## config.mk

```make
export PLATFORM = sky130hd
export DESIGN_NAME = cp0_regfile_flat
export DESIGN_NICKNAME = d
export VERILOG_FILES = /design/src/rtl/cp0_regfile_if.sv /design/src/rtl/cp0_regfile.sv /design/src/flat_wrapper.sv
export SDC_FILE = /design/constraint.sdc
export NUM_CORES = 1
export LEC_CHECK = 0
export ABC_AREA = 1
export CAP_MARGIN = 10
export CORE_UTILIZATION = 52
export CTS_BUF_LIST = sky130_fd_sc_hd__clkbuf_2
export DETAILED_ROUTE_END_ITERATION = 10
export MAX_ROUTING_LAYER = met4
export PLACE_DENSITY = 0.83
export RECOVER_POWER = 50
export SYNTH_ARGS = -nofsm -noshare
export SYNTH_HDL_FRONTEND = slang
export SYNTH_SLANG_ARGS = --single-unit
```

## constraint.sdc

```tcl
create_clock -name clk -period 2.35 [get_ports clk]
set_clock_uncertainty 0.15 [all_clocks]
set_input_delay 0.5875 -clock clk [delete_from_list [all_inputs] [get_ports clk]]
set_output_delay 0.5875 -clock clk [all_outputs]
set_load 0.05 [all_outputs]
```

## src/rtl/cp0_regfile_if.sv

```systemverilog
// Write-back-to-CP0 bus plus the CP0 results returned to the pipeline.
//
// Bus semantics: there is no valid/ready handshake. wb_to_cp0_bus is sampled
// on every rising clk edge, and each of its command bits (ex, eret, mtc0_we)
// acts for exactly that one cycle. cp0_rdata, cp0_epc, ex_entry_pc and
// cp0_has_int are always valid. They are derived combinationally from
// registered CP0 state and the bus addr field.
interface cp0_regfile_if;
   logic [109:0] wb_to_cp0_bus;
   logic [31:0]  cp0_rdata;
   logic [31:0]  cp0_epc;
   logic [31:0]  ex_entry_pc;
   logic         cp0_has_int;

   // Write-back stage side
   modport master (
      output wb_to_cp0_bus,
      input  cp0_rdata,
      input  cp0_epc,
      input  ex_entry_pc,
      input  cp0_has_int
   );

   // CP0 register file side
   modport slave (
      input  wb_to_cp0_bus,
      output cp0_rdata,
      output cp0_epc,
      output ex_entry_pc,
      output cp0_has_int
   );
endinterface

```

## src/rtl/cp0_regfile.sv

```systemverilog
// CP0 register file: BadVAddr, Count, Compare, Status, Cause, EPC (sel 0).
// Records exceptions, eret and mtc0 from WB. Runs the Count/Compare timer and
// flags enabled pending interrupts.
module cp0_regfile #(
   parameter logic [31:0] EX_ENTRY = 32'hBFC0_0380
) (
   input  logic        clk,
   input  logic        reset,
   input  logic [5:0]  ext_int_in,
   cp0_regfile_if.slave cp0
);

   // Bus field decode
   logic        bus_ex;
   logic [4:0]  bus_excode;
   logic [31:0] bus_badvaddr;
   logic        bus_bd;
   logic [31:0] bus_pc;
   logic        bus_mtc0_we;
   logic [4:0]  bus_addr;
   logic [31:0] bus_wdata;
   logic        bus_eret;

   assign {bus_ex, bus_excode, bus_badvaddr, bus_bd, bus_pc,
           bus_mtc0_we, bus_addr, bus_wdata, bus_eret} = cp0.wb_to_cp0_bus;

   // Register state. Only the implemented bits of Status/Cause are stored.
   logic [31:0] badvaddr_r, count_r, compare_r, epc_r;
   logic        tick_r;
   logic [7:0]  im_r;
   logic        exl_r, ie_r;
   logic        bd_r, ti_r;
   logic [5:0]  ip_hw_r;
   logic [1:0]  ip_sw_r;
   logic [4:0]  excode_r;

   // An exception beats eret, and eret beats mtc0.
   logic wr_en;
   logic wr_count, wr_compare, wr_status, wr_cause, wr_epc;

   assign wr_en      = bus_mtc0_we & ~bus_ex & ~bus_eret;
   assign wr_count   = wr_en && (bus_addr == 5'd9);
   assign wr_compare = wr_en && (bus_addr == 5'd11);
   assign wr_status  = wr_en && (bus_addr == 5'd12);
   assign wr_cause   = wr_en && (bus_addr == 5'd13);
   assign wr_epc     = wr_en && (bus_addr == 5'd14);

   logic [31:0] status_val, cause_val;
   assign status_val = {9'b0, 1'b1, 6'b0, im_r, 6'b0, exl_r, ie_r};
   assign cause_val  = {bd_r, ti_r, 14'b0, ip_hw_r, ip_sw_r, 1'b0, excode_r, 2'b0};

   // Count advances once per two clocks. A Count write reloads it and realigns the tick.
   always_ff @(posedge clk) begin
      if (reset) begin
         count_r <= 32'd0;
         tick_r  <= 1'b0;
      end else if (wr_count) begin
         count_r <= bus_wdata;
         tick_r  <= 1'b0;
      end else begin
         tick_r <= ~tick_r;
         if (tick_r) count_r <= count_r + 32'd1;
      end
   end

   // Compare register, written only by mtc0
   always_ff @(posedge clk) begin
      if (reset)           compare_r <= 32'd0;
      else if (wr_compare) compare_r <= bus_wdata;
   end

   // Timer interrupt: set on Count==Compare, held until a Compare write (which wins)
   always_ff @(posedge clk) begin
      if (reset)                      ti_r <= 1'b0;
      else if (wr_compare)            ti_r <= 1'b0;
      else if (count_r == compare_r)  ti_r <= 1'b1;
   end

   // Hardware interrupt pending bits track the lines; IP7 also carries the timer
   always_ff @(posedge clk) begin
      if (reset) ip_hw_r <= 6'd0;
      else       ip_hw_r <= {ext_int_in[5] | ti_r, ext_int_in[4:0]};
   end

   // Status: an exception sets EXL, eret clears it, mtc0 writes IM/EXL/IE
   always_ff @(posedge clk) begin
      if (reset) begin
         im_r  <= 8'd0;
         exl_r <= 1'b0;
         ie_r  <= 1'b0;
      end else if (bus_ex) begin
         exl_r <= 1'b1;
      end else if (bus_eret) begin
         exl_r <= 1'b0;
      end else if (wr_status) begin
         im_r  <= bus_wdata[15:8];
         exl_r <= bus_wdata[1];
         ie_r  <= bus_wdata[0];
      end
   end

   // Cause: exception code and BD come from the exception; only IP[9:8] is software-writable
   always_ff @(posedge clk) begin
      if (reset) begin
         bd_r     <= 1'b0;
         excode_r <= 5'd0;
         ip_sw_r  <= 2'd0;
      end else if (bus_ex) begin
         excode_r <= bus_excode;
         if (!exl_r) bd_r <= bus_bd;
      end else if (wr_cause) begin
         ip_sw_r <= bus_wdata[9:8];
      end
   end

   // EPC: captured on the first exception (not nested under EXL), or written by mtc0
   always_ff @(posedge clk) begin
      if (reset)                 epc_r <= 32'd0;
      else if (bus_ex && !exl_r) epc_r <= bus_bd ? (bus_pc - 32'd4) : bus_pc;
      else if (wr_epc)           epc_r <= bus_wdata;
   end

   // BadVAddr: captured only on address-error exceptions (AdEL/AdES)
   always_ff @(posedge clk) begin
      if (reset)
         badvaddr_r <= 32'd0;
      else if (bus_ex && ((bus_excode == 5'h04) || (bus_excode == 5'h05)))
         badvaddr_r <= bus_badvaddr;
   end

   // mfc0 read mux on current state; a same-cycle mtc0 is not bypassed
   always_comb begin
      cp0.cp0_rdata = 32'd0;
      case (bus_addr)
         5'd8:    cp0.cp0_rdata = badvaddr_r;
         5'd9:    cp0.cp0_rdata = count_r;
         5'd11:   cp0.cp0_rdata = compare_r;
         5'd12:   cp0.cp0_rdata = status_val;
         5'd13:   cp0.cp0_rdata = cause_val;
         5'd14:   cp0.cp0_rdata = epc_r;
         default: cp0.cp0_rdata = 32'd0;
      endcase
   end

   assign cp0.cp0_epc     = epc_r;
   assign cp0.ex_entry_pc = EX_ENTRY;
   assign cp0.cp0_has_int = (|({ip_hw_r, ip_sw_r} & im_r)) & ie_r & ~exl_r;

endmodule

```

## src/flat_wrapper.sv

```systemverilog
// flat-port wrapper written by rule: the top's interface ports become plain ports
module cp0_regfile_flat 
#(
   parameter logic [31:0] EX_ENTRY = 32'hBFC0_0380
)
  (clk, reset, ext_int_in, cp0_wb_to_cp0_bus, cp0_cp0_rdata, cp0_cp0_epc, cp0_ex_entry_pc, cp0_cp0_has_int);
  cp0_regfile_if cp0_i ();
  input  logic clk;
  input  logic reset;
  input  logic [5:0] ext_int_in;
  input wire logic [$bits(cp0_i.wb_to_cp0_bus)-1:0] cp0_wb_to_cp0_bus;
  output wire logic [$bits(cp0_i.cp0_rdata)-1:0] cp0_cp0_rdata;
  output wire logic [$bits(cp0_i.cp0_epc)-1:0] cp0_cp0_epc;
  output wire logic [$bits(cp0_i.ex_entry_pc)-1:0] cp0_ex_entry_pc;
  output wire logic [$bits(cp0_i.cp0_has_int)-1:0] cp0_cp0_has_int;
  assign cp0_i.wb_to_cp0_bus = cp0_wb_to_cp0_bus;
  assign cp0_cp0_rdata = cp0_i.cp0_rdata;
  assign cp0_cp0_epc = cp0_i.cp0_epc;
  assign cp0_ex_entry_pc = cp0_i.ex_entry_pc;
  assign cp0_cp0_has_int = cp0_i.cp0_has_int;
  cp0_regfile #(.EX_ENTRY(EX_ENTRY)) u_core (.clk(clk), .reset(reset), .ext_int_in(ext_int_in), .cp0(cp0_i));
endmodule
```

==> reports/summary.md <==
The initial core utilization came out at 53.0%. After layout, the design draws a total of 5.65 mW. Summed over all nets, the switching power comes to 1.94 mW. VDD sags by at most 0.000393 V. The final layout contains 1765 nets. The proportion of power drawn by flip-flops and latches came out at 49.5%.

Dividing the detail-routed wire length by the instance count gives 19.7 um. The tools report the sort of element at the start of the critical path as a primary input. Timing analysis after detailed placement gives a worst setup slack of -0.785 ns. The total area inside the core boundary comes to 0.0172 mm^2.

Counting flops with an async set or reset pin after synthesis yields a share of 0%. The parity-gate share of the synthesized area counting xor and xnor cells was 5.76%. The count of cells in the finished layout, fillers not included, comes to 1883.

STA classifies the critical path endpoint as a primary output. The number of clock sinks was 154. The final reports fail on negative setup slack. The maximum fanout count along the critical path is 5, and the remaining number of nets flagged by the antenna check after routing is 0.

For this run, the top clock speed supported by timing is 367 MHz. The clock slew at the register clock pins of the worst setup and hold paths was 0.23 ns; the power per cell area was 430 mW/mm^2. Total of endpoints with negative setup slack in the final report: 33. The path type of the worst setup path was in -> out. 0 antenna diodes ended up in the layout.

After the first detailed-routing iteration, the DRC count stood at 1079. The post-route netlist has 22.7% of its cells at a drive strength greater than 1. After filler insertion, the fill cell instance count of the layout stands at 1319. During I/O placement, the number of pins put on the boundary was 215. Leading cell type in the layout, fill and taps excluded: nand2_1.

The clock tree buffer depth was 2. In this run the vertical extent of the chip is 134 um. The total via count in the routed design was 10717; the worst setup slack after layout was -0.375 ns. Yosys mapped the design onto 43 distinct sky130hd cell types. The required arrival time at the worst endpoint is 1.61 ns. The clock buffer count from CTS is 17, and the via count of the first global-routing pass is 9998. In the final layout, the multi-input gates occupy 0.00551 mm^2. For this run, design rule violations remaining after detail routing come to 0. After detailed placement, the design holds a cell count of 1818. The growth of design area from synthesis to finish works out to 43.9%.

The number of input and output port buffers inserted came out at 182. The synthesized netlist devotes 0.274% of its cell area to adder and majority cells. TritonCTS built the clock tree. Setup repair after global routing could not meet its margin everywhere. Traced cell by cell, the critical path runs through buf_6 > buf_6 > inv_16 > nand2_8 > nor3_4 > buf_6 > buf_6 > buf_12 > a22oi_1 > o211ai_1 > clkbuf_16. The flow ran to the end, but the final reports show violations. In this run, synthesis produced a sequential element count of 154. The floorplan step defined a die boundary enclosing 0.0181 mm^2. The number of H-tree levels is 4. For this run, the detailed router's first-pass iteration total came to 8. The total overflow left after global routing is 0. For this design the static power due to leakage is 5.65 nW. In this run the cell area of the synthesized design comes to 0.00913 mm^2. The clock network burns 28.4% of the power.

For the last weighted congestion value of the routability-driven placer, the log shows 0.991. The main combinational cell family by area after synthesis is simple AND/OR/NAND/NOR gates. The sequential-to-total area share from yosys stat was 33.8%; the portion of netlist area occupied by mux cells was 0%.

Detailed placement ended at an HPWL of 27.6 mm. The total number of placement rows is 48, and the final critical-path required period is 2.73 ns. For this design, the slowest cell found on the critical path is clkbuf_16. Combinational logic is responsible for 22.1% of the overall power. In this design, the critical path's most frequently occurring cell is buf_6. The first global-routing pass estimated 56.0 mm of wire. In the finished design, the share of the clock period the worst path needs comes to 116%. Entering global routing, the biggest net connects 64 pins. In the final layout, flip-flops and latches occupy 0.00312 mm^2. The run gives 37.1 mm as the total wire length after detailed routing.

dfxtp_1 takes more of the synthesized area than any other cell. The number of warnings printed during yosys synthesis came out at 0. The synthesized design devotes to its leading area cell type 33.8% of total area. The largest single stage delay on the critical path is 0.23 ns.

The top cell types in the final layout, fill and taps aside, are nand2_1, nor2_1, dfxtp_1. The cell-internal power is 3.71 mW. The later pin in the worst-skew pair is clocked with a latency of 0.76 ns. The global routing usage summed across all routing layers is 42.4%.

The actual slew at the worst max-slew pin works out to 1.19 ns. The utilization of the core after routing came out at 76.2%. The number of enable flip-flop cells after synthesis is 0, and the number of antenna violations at the first check in global routing is 0.

Synthesis produced a netlist whose cell count is 1358. The tools report the number of pins with negative max-slew slack in the final report as 0. The tools report the clock tree root buffer cell as clkbuf_2.

After detailed routing, the number of vias per cell comes to 5.69. By area the synthesized netlist is led by dfxtp_1, nand2_1, nor2_1, o21ai_0, a21oi_1. For the number of max-cap violations, the log shows 0.

The data arrival time at the worst-slack endpoint was 1.99 ns. The synthesized netlist devotes 20.8% of its cell area to compound gates. The worst pin sits at a relative slew slack of 20.8%. The die is 134 um wide. The final-report hold violation count is 0, and the switching power as a share of total power is 34.4%. A synthesized cell averages 6.72 um^2. For this run, the leading register cell type out of synthesis is dfxtp_1. Summing the areas of all and, or, nand and nor instances in the mapped netlist gives 28.0% of the synthesized area. The min-delay analysis places its worst path in the category in -> reg. The tools report the final-layout setup total negative slack as -9.94 ns.
synth_stat cells, types with 2 or more instances:
cell type,instances
nand2_1,264
nand3b_1,2
buf_6,2
or2_2,3
a211oi_1,3
o221ai_1,5
clkbuf_1,34
dfxtp_1,154
a32o_1,2
nor2_4,7
buf_4,40
a22o_1,6
conb_1,2
buf_2,15
a221oi_1,5
buf_1,5
inv_1,112
xor2_1,41
o21ai_1,36
o22ai_1,13
o21ai_0,100
a22oi_1,31
nor3_2,7
o211ai_1,16
nor2_1,189
nand4_1,13
nor2_2,11
o2111ai_1,8
inv_2,18
ha_1,2
a31oi_1,9
xnor2_1,19
nand3_1,52
nor3_1,21
nand3_2,5
a21oi_1,94
nand2_2,6
state kept, by name, indices dropped and copies added, names as in the netlist:
name                flops
u_core.badvaddr_r      32
u_core.bd_r             1
u_core.compare_r       32
u_core.count_r         32
u_core.cp0.cp0_epc     32
u_core.excode_r         5
u_core.exl_r            1
u_core.ie_r             1
u_core.im_r             8
u_core.ip_hw_r          6
u_core.ip_sw_r          2
u_core.ti_r             1
u_core.tick_r           1
per-layer routing:
layer  wire length [um]  track usage (%)  vias up
met5                  0                -        -
met3               3610             8.07      141
met1              14400             51.8     4882
met4               2660             29.2        0
li1                   -                -     5017
met2              16400             63.2      677
worst max-delay path: cells and delay by family:
family	cells	cell delay, ns
and+or+nand+nor	2	0.24
buffers and inverters	7	0.90
AOI/OAI and AO/OA	2	0.26
power by group through the flow:
| stage | Combinational [mW] | Clock [mW] | Sequential, mW |
|---|---|---|---|
| 2_1_floorplan | 0.524 | 0 | 2.93 |
| 3_3_place_gp | 1.18 | 0 | 2.84 |
| 3_5_place_dp | 1.19 | 0 | 2.84 |
| 4_1_cts | 1.24 | 1.59 | 2.79 |
| 5_1_grt | 1.32 | 1.71 | 2.80 |
| 6_report | 1.25 | 1.60 | 2.80 |
final timing paths:
check,slack [ns],start,cells after the start,end
worst max-delay path,-0.38,cp0_wb_to_cp0_bus[37],11,cp0_cp0_rdata[14]
worst min-delay path,0.12,reset,4,u_core.count_r[24]
worst max register to register,0.29,u_core.count_r[1],8,u_core.count_r[26]
worst min register to register,0.35,u_core.count_r[31],2,u_core.count_r[31]
cell type report:
class,instances,share of cell area (%)
Clock inverter,15,1.25
Clock buffer,17,0.648
Sequential cell,154,23.7
Tap cell,225,2.14
Multi-Input combinational cell,1007,41.9
Inverter,130,3.91
Timing Repair Buffer,335,26.4
timing repair:
item,in CTS,in global routing
hold endpoints to repair,0,0
setup endpoints to repair,48,43
gates cloned,5,0
setup buffers,28,4
pin swaps,35,22
hold buffers,0,0
resized for setup,184,33
cell families after synthesis:
| group | count (synthesis) |
|---|---|
| flops | 154 |
| fa+ha+maj | 2 |
| simple gates | 585 |
| buf+inv | 227 |
| xor+xnor | 60 |
| other cells | 2 |
| compound gates | 328 |
through the flow:
stage,area (um^2),hold WS (ns)
2_1_floorplan,9480,0.290
3_3_place_gp,12300,0.304
3_5_place_dp,12300,0.322
4_1_cts,13300,0.0483
5_1_grt,13100,0.0726
6_report,13100,0.124
(Power assumes the default switching activity.)
